## src/rtl/board_cell_memory_if.sv

```systemverilog
// Board storage bus: control-side writes/clears and reader-side reads.
// The master drives requests, the slave (storage) returns responses.
interface board_cell_memory_if #(
  parameter int X_W    = 4,
  parameter int Y_W    = 4,
  parameter int CELL_W = 2,
  parameter int CNT_W  = 9
);
  logic              clear_req;
  logic              busy;
  logic              wr_en;
  logic [X_W-1:0]    wr_x;
  logic [Y_W-1:0]    wr_y;
  logic [CELL_W-1:0] wr_data;
  logic              wr_ack;
  logic              wr_err;
  logic              rd_en;
  logic [X_W-1:0]    rd_x;
  logic [Y_W-1:0]    rd_y;
  logic [CELL_W-1:0] rd_data;
  logic              rd_valid;
  logic [CNT_W-1:0]  occupied;
  logic              full;

  modport master (
    output clear_req, wr_en, wr_x, wr_y, wr_data,
    output rd_en, rd_x, rd_y,
    input  busy, wr_ack, wr_err, rd_data, rd_valid,
    input  occupied, full
  );

  modport slave (
    input  clear_req, wr_en, wr_x, wr_y, wr_data,
    input  rd_en, rd_x, rd_y,
    output busy, wr_ack, wr_err, rd_data, rd_valid,
    output occupied, full
  );
endinterface

```

## src/rtl/board_cell_memory.sv

```systemverilog
// GoBang board storage: checked stone writes, registered reads,
// row-per-cycle clear sequencer and occupied-point counter.
module board_cell_memory #(
  parameter int ROWS   = 16,
  parameter int COLS   = 16,
  parameter int X_W    = 4,
  parameter int Y_W    = 4,
  parameter int CELL_W = 2,
  parameter int CNT_W  = $clog2(ROWS*COLS+1)
) (
  input  logic               clock,
  input  logic               resetn,
  board_cell_memory_if.slave bus
);

  localparam int RA_W  = (ROWS > 1) ? $clog2(ROWS) : 1;
  localparam int CA_W  = (COLS > 1) ? $clog2(COLS) : 1;
  localparam int CELLS = ROWS * COLS;

  typedef enum logic {IDLE, CLEAR} state_t;

  state_t            state;
  logic [RA_W-1:0]   ptr;
  logic [CELL_W-1:0] mem [ROWS][COLS];

  logic [RA_W-1:0]   wr_r, rd_r;
  logic [CA_W-1:0]   wr_c, rd_c;
  logic              wr_in, rd_in, wr_ok;
  logic [CELL_W-1:0] wr_cell;
  logic [CNT_W-1:0]  occ_nxt;

  always_comb begin
    wr_r    = bus.wr_x[RA_W-1:0];
    wr_c    = bus.wr_y[CA_W-1:0];
    rd_r    = bus.rd_x[RA_W-1:0];
    rd_c    = bus.rd_y[CA_W-1:0];
    wr_in   = (32'(bus.wr_x) < ROWS) && (32'(bus.wr_y) < COLS);
    rd_in   = (32'(bus.rd_x) < ROWS) && (32'(bus.rd_y) < COLS);
    wr_cell = mem[wr_r][wr_c];
    // Low index bits only address the array once the range check passes
    wr_ok   = bus.wr_en && (state == IDLE) && wr_in &&
              (bus.wr_data != '0) && (wr_cell == '0);
    occ_nxt = bus.occupied + CNT_W'(wr_ok);
  end

  always_ff @(posedge clock or negedge resetn) begin
    if (!resetn) begin
      state        <= IDLE;
      ptr          <= '0;
      bus.busy     <= 1'b0;
      bus.wr_ack   <= 1'b0;
      bus.wr_err   <= 1'b0;
      bus.rd_valid <= 1'b0;
      bus.rd_data  <= '0;
      bus.occupied <= '0;
      bus.full     <= 1'b0;
      for (int r = 0; r < ROWS; r++)
        for (int c = 0; c < COLS; c++)
          mem[r][c] <= '0;
    end else begin
      bus.wr_ack   <= wr_ok;
      bus.wr_err   <= bus.wr_en && !wr_ok;
      bus.rd_valid <= 1'b0;
      if (wr_ok)
        mem[wr_r][wr_c] <= bus.wr_data;
      unique case (state)
        IDLE: begin
          bus.occupied <= occ_nxt;
          bus.full     <= (occ_nxt == CNT_W'(CELLS));
          if (bus.rd_en) begin
            bus.rd_valid <= 1'b1;
            bus.rd_data  <= rd_in ? mem[rd_r][rd_c] : '0;
          end
          if (bus.clear_req) begin
            state    <= CLEAR;
            ptr      <= '0;
            bus.busy <= 1'b1;
          end
        end
        CLEAR: begin
          for (int c = 0; c < COLS; c++)
            mem[ptr][c] <= '0;
          ptr <= ptr + RA_W'(1);
          if (ptr == RA_W'(ROWS-1)) begin
            state        <= IDLE;
            bus.busy     <= 1'b0;
            bus.occupied <= '0;
            bus.full     <= 1'b0;
          end
        end
        default: state <= IDLE;
      endcase
    end
  end

endmodule

```

## src/flat_wrapper.sv

```systemverilog
// flat-port wrapper written by rule: the top's interface ports become plain ports
module board_cell_memory_flat 
#(
  parameter int ROWS   = 16,
  parameter int COLS   = 16,
  parameter int X_W    = 4,
  parameter int Y_W    = 4,
  parameter int CELL_W = 2,
  parameter int CNT_W  = $clog2(ROWS*COLS+1)
)
  (clock, resetn, bus_clear_req, bus_wr_en, bus_wr_x, bus_wr_y, bus_wr_data, bus_rd_en, bus_rd_x, bus_rd_y, bus_busy, bus_wr_ack, bus_wr_err, bus_rd_data, bus_rd_valid, bus_occupied, bus_full);
  board_cell_memory_if #(.X_W(X_W), .Y_W(Y_W), .CELL_W(CELL_W), .CNT_W(CNT_W)) bus_i ();
  input  logic clock;
  input  logic resetn;
  input wire logic [$bits(bus_i.clear_req)-1:0] bus_clear_req;
  input wire logic [$bits(bus_i.wr_en)-1:0] bus_wr_en;
  input wire logic [$bits(bus_i.wr_x)-1:0] bus_wr_x;
  input wire logic [$bits(bus_i.wr_y)-1:0] bus_wr_y;
  input wire logic [$bits(bus_i.wr_data)-1:0] bus_wr_data;
  input wire logic [$bits(bus_i.rd_en)-1:0] bus_rd_en;
  input wire logic [$bits(bus_i.rd_x)-1:0] bus_rd_x;
  input wire logic [$bits(bus_i.rd_y)-1:0] bus_rd_y;
  output wire logic [$bits(bus_i.busy)-1:0] bus_busy;
  output wire logic [$bits(bus_i.wr_ack)-1:0] bus_wr_ack;
  output wire logic [$bits(bus_i.wr_err)-1:0] bus_wr_err;
  output wire logic [$bits(bus_i.rd_data)-1:0] bus_rd_data;
  output wire logic [$bits(bus_i.rd_valid)-1:0] bus_rd_valid;
  output wire logic [$bits(bus_i.occupied)-1:0] bus_occupied;
  output wire logic [$bits(bus_i.full)-1:0] bus_full;
  assign bus_i.clear_req = bus_clear_req;
  assign bus_i.wr_en = bus_wr_en;
  assign bus_i.wr_x = bus_wr_x;
  assign bus_i.wr_y = bus_wr_y;
  assign bus_i.wr_data = bus_wr_data;
  assign bus_i.rd_en = bus_rd_en;
  assign bus_i.rd_x = bus_rd_x;
  assign bus_i.rd_y = bus_rd_y;
  assign bus_busy = bus_i.busy;
  assign bus_wr_ack = bus_i.wr_ack;
  assign bus_wr_err = bus_i.wr_err;
  assign bus_rd_data = bus_i.rd_data;
  assign bus_rd_valid = bus_i.rd_valid;
  assign bus_occupied = bus_i.occupied;
  assign bus_full = bus_i.full;
  board_cell_memory #(.ROWS(ROWS), .COLS(COLS), .X_W(X_W), .Y_W(Y_W), .CELL_W(CELL_W), .CNT_W(CNT_W)) u_core (.clock(clock), .resetn(resetn), .bus(bus_i));
endmodule
```

## config.mk

```make
export PLATFORM = sky130hd
export DESIGN_NAME = board_cell_memory_flat
export DESIGN_NICKNAME = d
export VERILOG_FILES = /design/src/rtl/board_cell_memory_if.sv /design/src/rtl/board_cell_memory.sv /design/src/flat_wrapper.sv
export SDC_FILE = /design/constraint.sdc
export NUM_CORES = 1
export LEC_CHECK = 0
export CAP_MARGIN = 30
export CORE_UTILIZATION = 57
export DETAILED_ROUTE_END_ITERATION = 8
export PLACE_DENSITY = 0.73
export SYNTH_ARGS = -nofsm -noshare
export SYNTH_HDL_FRONTEND = slang
export SYNTH_SLANG_ARGS = --single-unit
```

## constraint.sdc

```tcl
create_clock -name clock -period 5.2 [get_ports clock]
set_input_delay 0.52 -clock clock [delete_from_list [all_inputs] [get_ports clock]]
set_output_delay 0.52 -clock clock [all_outputs]
set_load 0.05 [all_outputs]
```

==> results.md, run 1 <==
* Type of the worst setup path: input port to flop
* Critical path's largest stage delay at between 0.5 and 0.6 ns
* Non-Filler Instances at approximately 3200
* Post-DRT Antenna Nets at 0
* Post-DP HPWL at between 70 and 80 mm
* RSZ-0062 raised after global routing: false
* Largest net degree at the start of global routing at between 100 and 150
* DRT iter0 DRCs at just over 4000
* Htree depth at 2
* # clock sinks at 533
* Number of synthesized flops with an enable pin at 0
* DRC at 0
* Die Area at approximately 52000 µm²
* Overflow after GRT at 0
* Number of diodes at 0
* Core Region at ~50000 µm²
* # IOs at 39
* Max VDD drop at between 0.0002 and 0.0003 V
* Main synth FF type: dfrtp_1
* Most frequent cell after synthesis: dfrtp_1
* Leakage at ~14 nW
* Final GP Congestion at around 1.0
* Clock Tree Buf Depth at 3
* Final hold vios at 0
* Post-Route Utilization at about two thirds
* Yosys reg bits at between 500 and 600
* Final WL at between 100 and 150 mm
* Worst min path class: input port to async pin
* Final Slew Violations at 0
* Final-report setup violation count at 0
* DR vias/cell at 7.773
* Min cycle time layout at ~4.8 ns
* Largest cells by area after synthesis: dfrtp_1 (46%), mux4_2 (19%), a32o_1 (6.6%)
* Syn Std Cell Area at approximately 30000 µm²
* PnR Total Power at 12.44 mW
* F_max at approximately 0.21 GHz
* Layout cells sized above 1 at 20.48%
* Initial Util at around 58%
* R2R Setup Slk at around 0.44 ns
* Synth cell count leaders: dfrtp_1 (533), nor2_1 (294), mux4_2 (242)
* Crit start category: input port
* Worst Path Required at roughly 5.7 ns
* Layout net count at 2506
* Register area share after synthesis at 45.74%
* Post-route setup TNS at 0 ns
* Die X at between 200 and 250 µm
* Worst hold slack at roughly 0.018 ns
* Slowest CP cell: or4_1
* Total CTS buffers at 57
* Rows at 82
* Slew HR at a little over a quarter
* Synth Instances at roughly 2500
* Number of antenna violations at the first check in global routing at 2
* Vias in the first global route at ~24000
* Post-CTS Hold Buffers at 0
* Placed insts at around 3100
* Cell repeated most along the worst path: nor2_1
* Outcome: complete, no violations
* Slew @ Worst Pin at ~1.1 ns
* Gr usage total at between 40% and 50%
* Vias at between 20000 and 25000
* CTS tree: done
* Crit-path cells: clkdlybuf4s50_1 > buf_4 > nor2b_2 > a22oi_1 > a21oi_1 > or4_1 > nor4_2 > nor2_1 > nor3_2 > buf_4 > ha_1 > ha_1 > nand3_1 > nor2_1 > nand4_1 > xor2_1 > nor2_1 > nand4_1 > o21ai_0
* Ys async rst share at 100.0%
* Tcrit/Tclk final at between 90% and 100%
* Port Buf Inserts at 38
* Synth Area per Inst at roughly 12 µm²
* Synth Net Count at around 2500
* Reg clk slew, reported paths at around 0.060 ns
* Crit path DAT at roughly 5.3 ns
* Root buffer cell: clkbuf_16
* First-pass GRT wire length at between 150 and 200 mm
* Yosys warnings at 0
* Top cell type's share of synthesized area at a little under half
* Biggest area consumer among synthesized cells: dfrtp_1
* Worst-path fanout max at 11
* DRT Pass-1 Iters at 6
* Wire per inst at approximately 33 µm
* Area grow syn2layout at 11.72%
* Worst Setup End Kind: flop
* Max Cap Violations at 0
* Clock skew at between 0.02 and 0.03 ns
* Pwr Density at about 380 nW/µm²
* Worst skew pair latency at about 0.65 ns
* Post-CTS Setup Bufs at 0
* Die Y at approximately 230 µm
* Distinct cells, synth at between 60 and 70
state kept, by name, summed over array words and instances, names as in the netlist:
name                 flops
u_core.state             1
u_core.bus.occupied      9
u_core.mem             512
u_core.bus.wr_err        1
u_core.bus.rd_data       2
u_core.bus.busy          1
u_core.bus.full          1
u_core.bus.wr_ack        1
u_core.bus.rd_valid      1
u_core.ptr               4
where the power goes:
part	switching, mW	internal, mW	total, mW
registers	0.439	4.63	5.07
logic	1.83	0.964	2.79
clock network	1.79	2.79	4.58
total	4.06	8.38	12.4
routing by layer:
metal	wire length, µm	up-vias	track usage (%)
li1	-	9745	-
met1	37510	12594	54.83
met2	46190	2078	58.76
met3	14370	430	12.16
met4	6713	2	23.74
met5	11	-	0
kinds of logic after synthesis:
logic type	synth area share, %
mux	22.16
fa+ha+maj	0.2574
flops	45.74
xor+xnor	0.2403
simple gates	10.59
compound gates	16.67
buf+inv	4.334
layout by cell type (no fill, tap or decap), types with 17 or more instances in the layout:
cell and instances:
a21oi_1 43, a22oi_1 28, a31oi_1 103, a32o_1 191, a41oi_1 64, buf_4 118, clkbuf_16 59, clkdlybuf4s50_1 30
dfrtp_1 533, mux2i_1 91, mux4_2 242, nand2_1 204, nand3_1 62, nand4_1 17, nor2_1 288, nor3_1 38
o21ai_0 143
cell type report:
class	count	area, µm²
clock inverters	28	444.2
repair buffers	173	1617
inverters	7	26.28
clock buffers	79	1672
multi-input cells	1705	14640
well taps	672	840.8
fillers	3770	17700
flip-flops and latches	533	13340
critical path, delay by kind of cell:
family | cells | cell delay, ns
simple gates | 10 | 2.63
buf+inv | 3 | 1.01
compound gates | 3 | 0.65
fa+ha+maj | 2 | 0.33
xor+xnor | 1 | 0.16
through the flow:
step	setup WS [ns]	area (µm²)
6_report	0.4365	32580
5_1_grt	0.06904	32580
4_1_cts	0.2760	32550
3_5_place_dp	-0.3152	30430
3_3_place_gp	-0.1384	30360
2_1_floorplan	0.6073	29160
repair_timing:
action / in CTS / in global routing
hold endpoints to repair: 0 / 0
resized for setup: 0 / 1
setup endpoints to repair: 0 / 1
final timing paths:
kind                                          endpoint                startpoint  cells past startpoint
hold reg to reg               u_core.mem[38]$_DFF_PN0_  u_core.mem[38]$_DFF_PN0_                      2
min in group clock            u_core.mem[38]$_DFF_PN0_  u_core.mem[38]$_DFF_PN0_                      2
setup reg to reg           u_core.bus.full$_DFFE_PN0P_  u_core.mem[22]$_DFF_PN0_                     18
setup / recovery           u_core.bus.full$_DFFE_PN0P_               bus_wr_x[2]                     19
hold / removal               u_core.mem[430]$_DFF_PN0_                    resetn                      1
max in group asynchronous    u_core.mem[275]$_DFF_PN0_                    resetn                      2
No activity file was read; power rests on OpenSTA's default activity.
==> inputs of run 2 (changes only) <==
- CAP_MARGIN: 30 -> 40
- CTS_CLUSTER_SIZE: unset -> 16
- PLACE_DENSITY: 0.73 -> 0.71
==> results.md, run 2 (synthesis gave the netlist of run 1 again) <==
* Outcome: complete, no violations
* Post-DP HPWL at 69.80 mm (-1.1%)
* Final WL at 103.7 mm (-1.0%)
* Rows at 82 (unchanged)
* Slew @ Worst Pin at 1.013 ns (-0.07896 ns)
* Design Area, Final at 32370 µm² (-0.65%)
* Placed Area at 30470 µm² (+0.14%)
* Commonest non-fill, non-tap cell in the layout: dfrtp_1
* Cell repeated most along the worst path: nor2_1
* Tcrit/Tclk final at 93.65% (+2.0 points)
* Root buffer cell: clkbuf_16
* Die Y at 228.2 µm (unchanged)
* Worst Path Required at 5.76 ns (+0.02 ns)
* Leakage at 13.80 nW (-0.69%)
* Number of antenna violations at the first check in global routing at 1 (-1)
* Vias in the first global route at 24253 (-0.33%)
* Layout net count at 2514 (+0.32%)
* Gr usage total at 40.15% (-0.52 points)
* Pwr Density at 369.3 nW/µm² (-3.3%)
* Htree depth at 2 (unchanged)
* Biggest regs: u_core.mem: 512 flops, u_core.bus.occupied: 9 flops, u_core.ptr: 4 flops
* Largest net degree at the start of global routing at 136 (-0.73%)
* Initial Util at 58.00% (unchanged)
* Area grow syn2layout at 11.00%
* Crit-path cells: mux4_2 > a22o_1 > a221oi_1 > nor3_1 > or4_1 > nor4_2 > nor2_1 > nor3_1 > ha_1 > ha_1 > nand3_1 > nor2_1 > nand4_1 > xor2_1 > nor2_1 > nand4_1 > o21ai_0
* Post-DRT Antenna Nets at 0 (unchanged)
* DRC at 0 (unchanged)
* Type of the worst setup path: flop to flop
* Worst min path class: input port to async pin
* Cell family with most CP delay: simple AND/OR/NAND/NOR gates
* Worst skew pair latency at 0.65 ns (about the same)
* Non-Filler Instances at 3203 (+0.19%)
* Final hold vios at 0 (unchanged)
* Wire per inst at 32.37 µm (-1.2%)
* F_max at 0.2053 GHz (-2.2%)
* DR vias/cell at 7.766 (about the same)
* Final Slew Violations at 0 (unchanged)
* Port Buf Inserts at 38 (unchanged)
* Max VDD drop at 0.0003241 V (+10%)
* Overflow after GRT at 0 (unchanged)
* Worst Setup End Kind: flop
* CTS tree: done
* First-pass GRT wire length at 156.6 mm (-0.73%)
* Post-Route Utilization at 64.38% (-0.42 points)
* Max reg flops at 512 (unchanged)
* DRT iter0 DRCs at 4189 (+3.7%)
* Layout filler cell count at 3867 (+2.6%)
* RSZ-0062 raised after global routing: false
* Crit path DAT at 5.43 ns (+0.13 ns)
* Slowest CP cell: nor3_1
* Die Area at 52070 µm² (unchanged)
* Reg area at 13340 µm² (unchanged)
* # IOs at 39 (unchanged)
* Clock skew at 0.02390 ns (-0.001666 ns)
* Final-report setup violation count at 0 (unchanged)
* Die X at 228.2 µm (unchanged)
* # clock sinks at 533 (unchanged)
* Clock Tree Buf Depth at 3 (unchanged)
* Total CTS buffers at 57 (unchanged)
* Min cycle time layout at 4.870 ns (+0.1063 ns)
* Vias at 24874 (+0.10%)
* Final GP Congestion at 1.014 (+0.48%)
* CP Buf/Inv Count at 0 (-3)
* Critical path's largest stage delay at 0.71 ns (+0.15 ns)
* Post-route setup TNS at 0 ns (unchanged)
* Most flop-heavy register: u_core.mem
* Slew HR at 32.49% (+5.5 points)
* Placed insts at 3095 (+0.19%)
* DRT Pass-1 Iters at 7 (+1)
* Post-CTS Setup Bufs at 0 (unchanged)
* Core Region at 50270 µm² (unchanged)
* Layout cells sized above 1 at 20.28% (-0.20 points)
* Worst-path fanout max at 3 (-8)
* Max Cap Violations at 0 (unchanged)
* Commonest non-fill, non-tap cells in the layout: dfrtp_1 (533), nor2_1 (289), mux4_2 (242), nand2_1 (204), a32o_1 (191)
* Footprint of the multi-input gates at 14630 µm² (about the same)
* Reg clk slew, reported paths at 0.07 ns (about the same)
* Crit start category: flop
[run 2: cell count changes in the layout (fill, tap and decap cells not counted), sizes merged]
cell | before | now
dlygate4sd3 | 0 | 1
inv | 8 | 9
diode | 0 | 1
clkinvlp | 4 | 2
bufinv | 11 | 0
buf | 141 | 148
clkbuf | 81 | 94
clkinv | 12 | 8
[run 2: through the flow]
step | power [mW] | worst slack (ns) | hold slack (ns)
floorplan | 6.726 | 0.6073 | 0.2244
global route | 12.34 | 0.1972 | 0.5158
finish | 11.95 | 0.3301 | 0.4574
CTS | 11.83 | 0.4794 | 0.5022
detailed placement | 7.822 | -0.06675 | 0.4890
global placement | 7.686 | 0.1312 | 0.4760
[run 2: area by class of cell]
cell class	count	share of cell area [%]
diodes	1	0.007731
clock buffers	92	5.462
clock inverters	12	0.2938
inverters	7	0.08118
multi-input cells	1705	45.21
flip-flops and latches	533	41.21
well taps	672	2.598
repair buffers	181	5.141
[run 2: path summary, 6_finish.rpt]
path,depth (start not counted),slack (ns),endpoint,from
max in group asynchronous,3,3.50,u_core.mem[375]$_DFF_PN0_,resetn
min reg2reg,2,0.50,u_core.mem[193]$_DFF_PN0_,u_core.mem[193]$_DFF_PN0_
max reg2reg,17,0.33,u_core.bus.full$_DFFE_PN0P_,u_core.mem[22]$_DFF_PN0_
min,2,0.46,u_core.mem[463]$_DFF_PN0_,resetn
max,17,0.33,u_core.bus.full$_DFFE_PN0P_,u_core.mem[22]$_DFF_PN0_
min in group clock,2,0.50,u_core.mem[193]$_DFF_PN0_,u_core.mem[193]$_DFF_PN0_
[run 2: per-layer routing]
metal	share of wire (%)	global-route usage, %
met1	35	53.60
met2	44	57.81
met3	14	13.53
met4	6.4	22.63
met5	0	0
[run 2: what timing repair did]
item                      4_1_cts  5_1_grt
gates resized for setup         0        0
hold endpoints to repair       79        0
hold buffers                    1        0
[run 2: report_power, final]
group / internal [mW] / switching, mW
Sequential: 4.63 / 0.430
Combinational: 0.974 / 1.86
Clock: 2.32 / 1.75
Total: 7.92 / 4.04
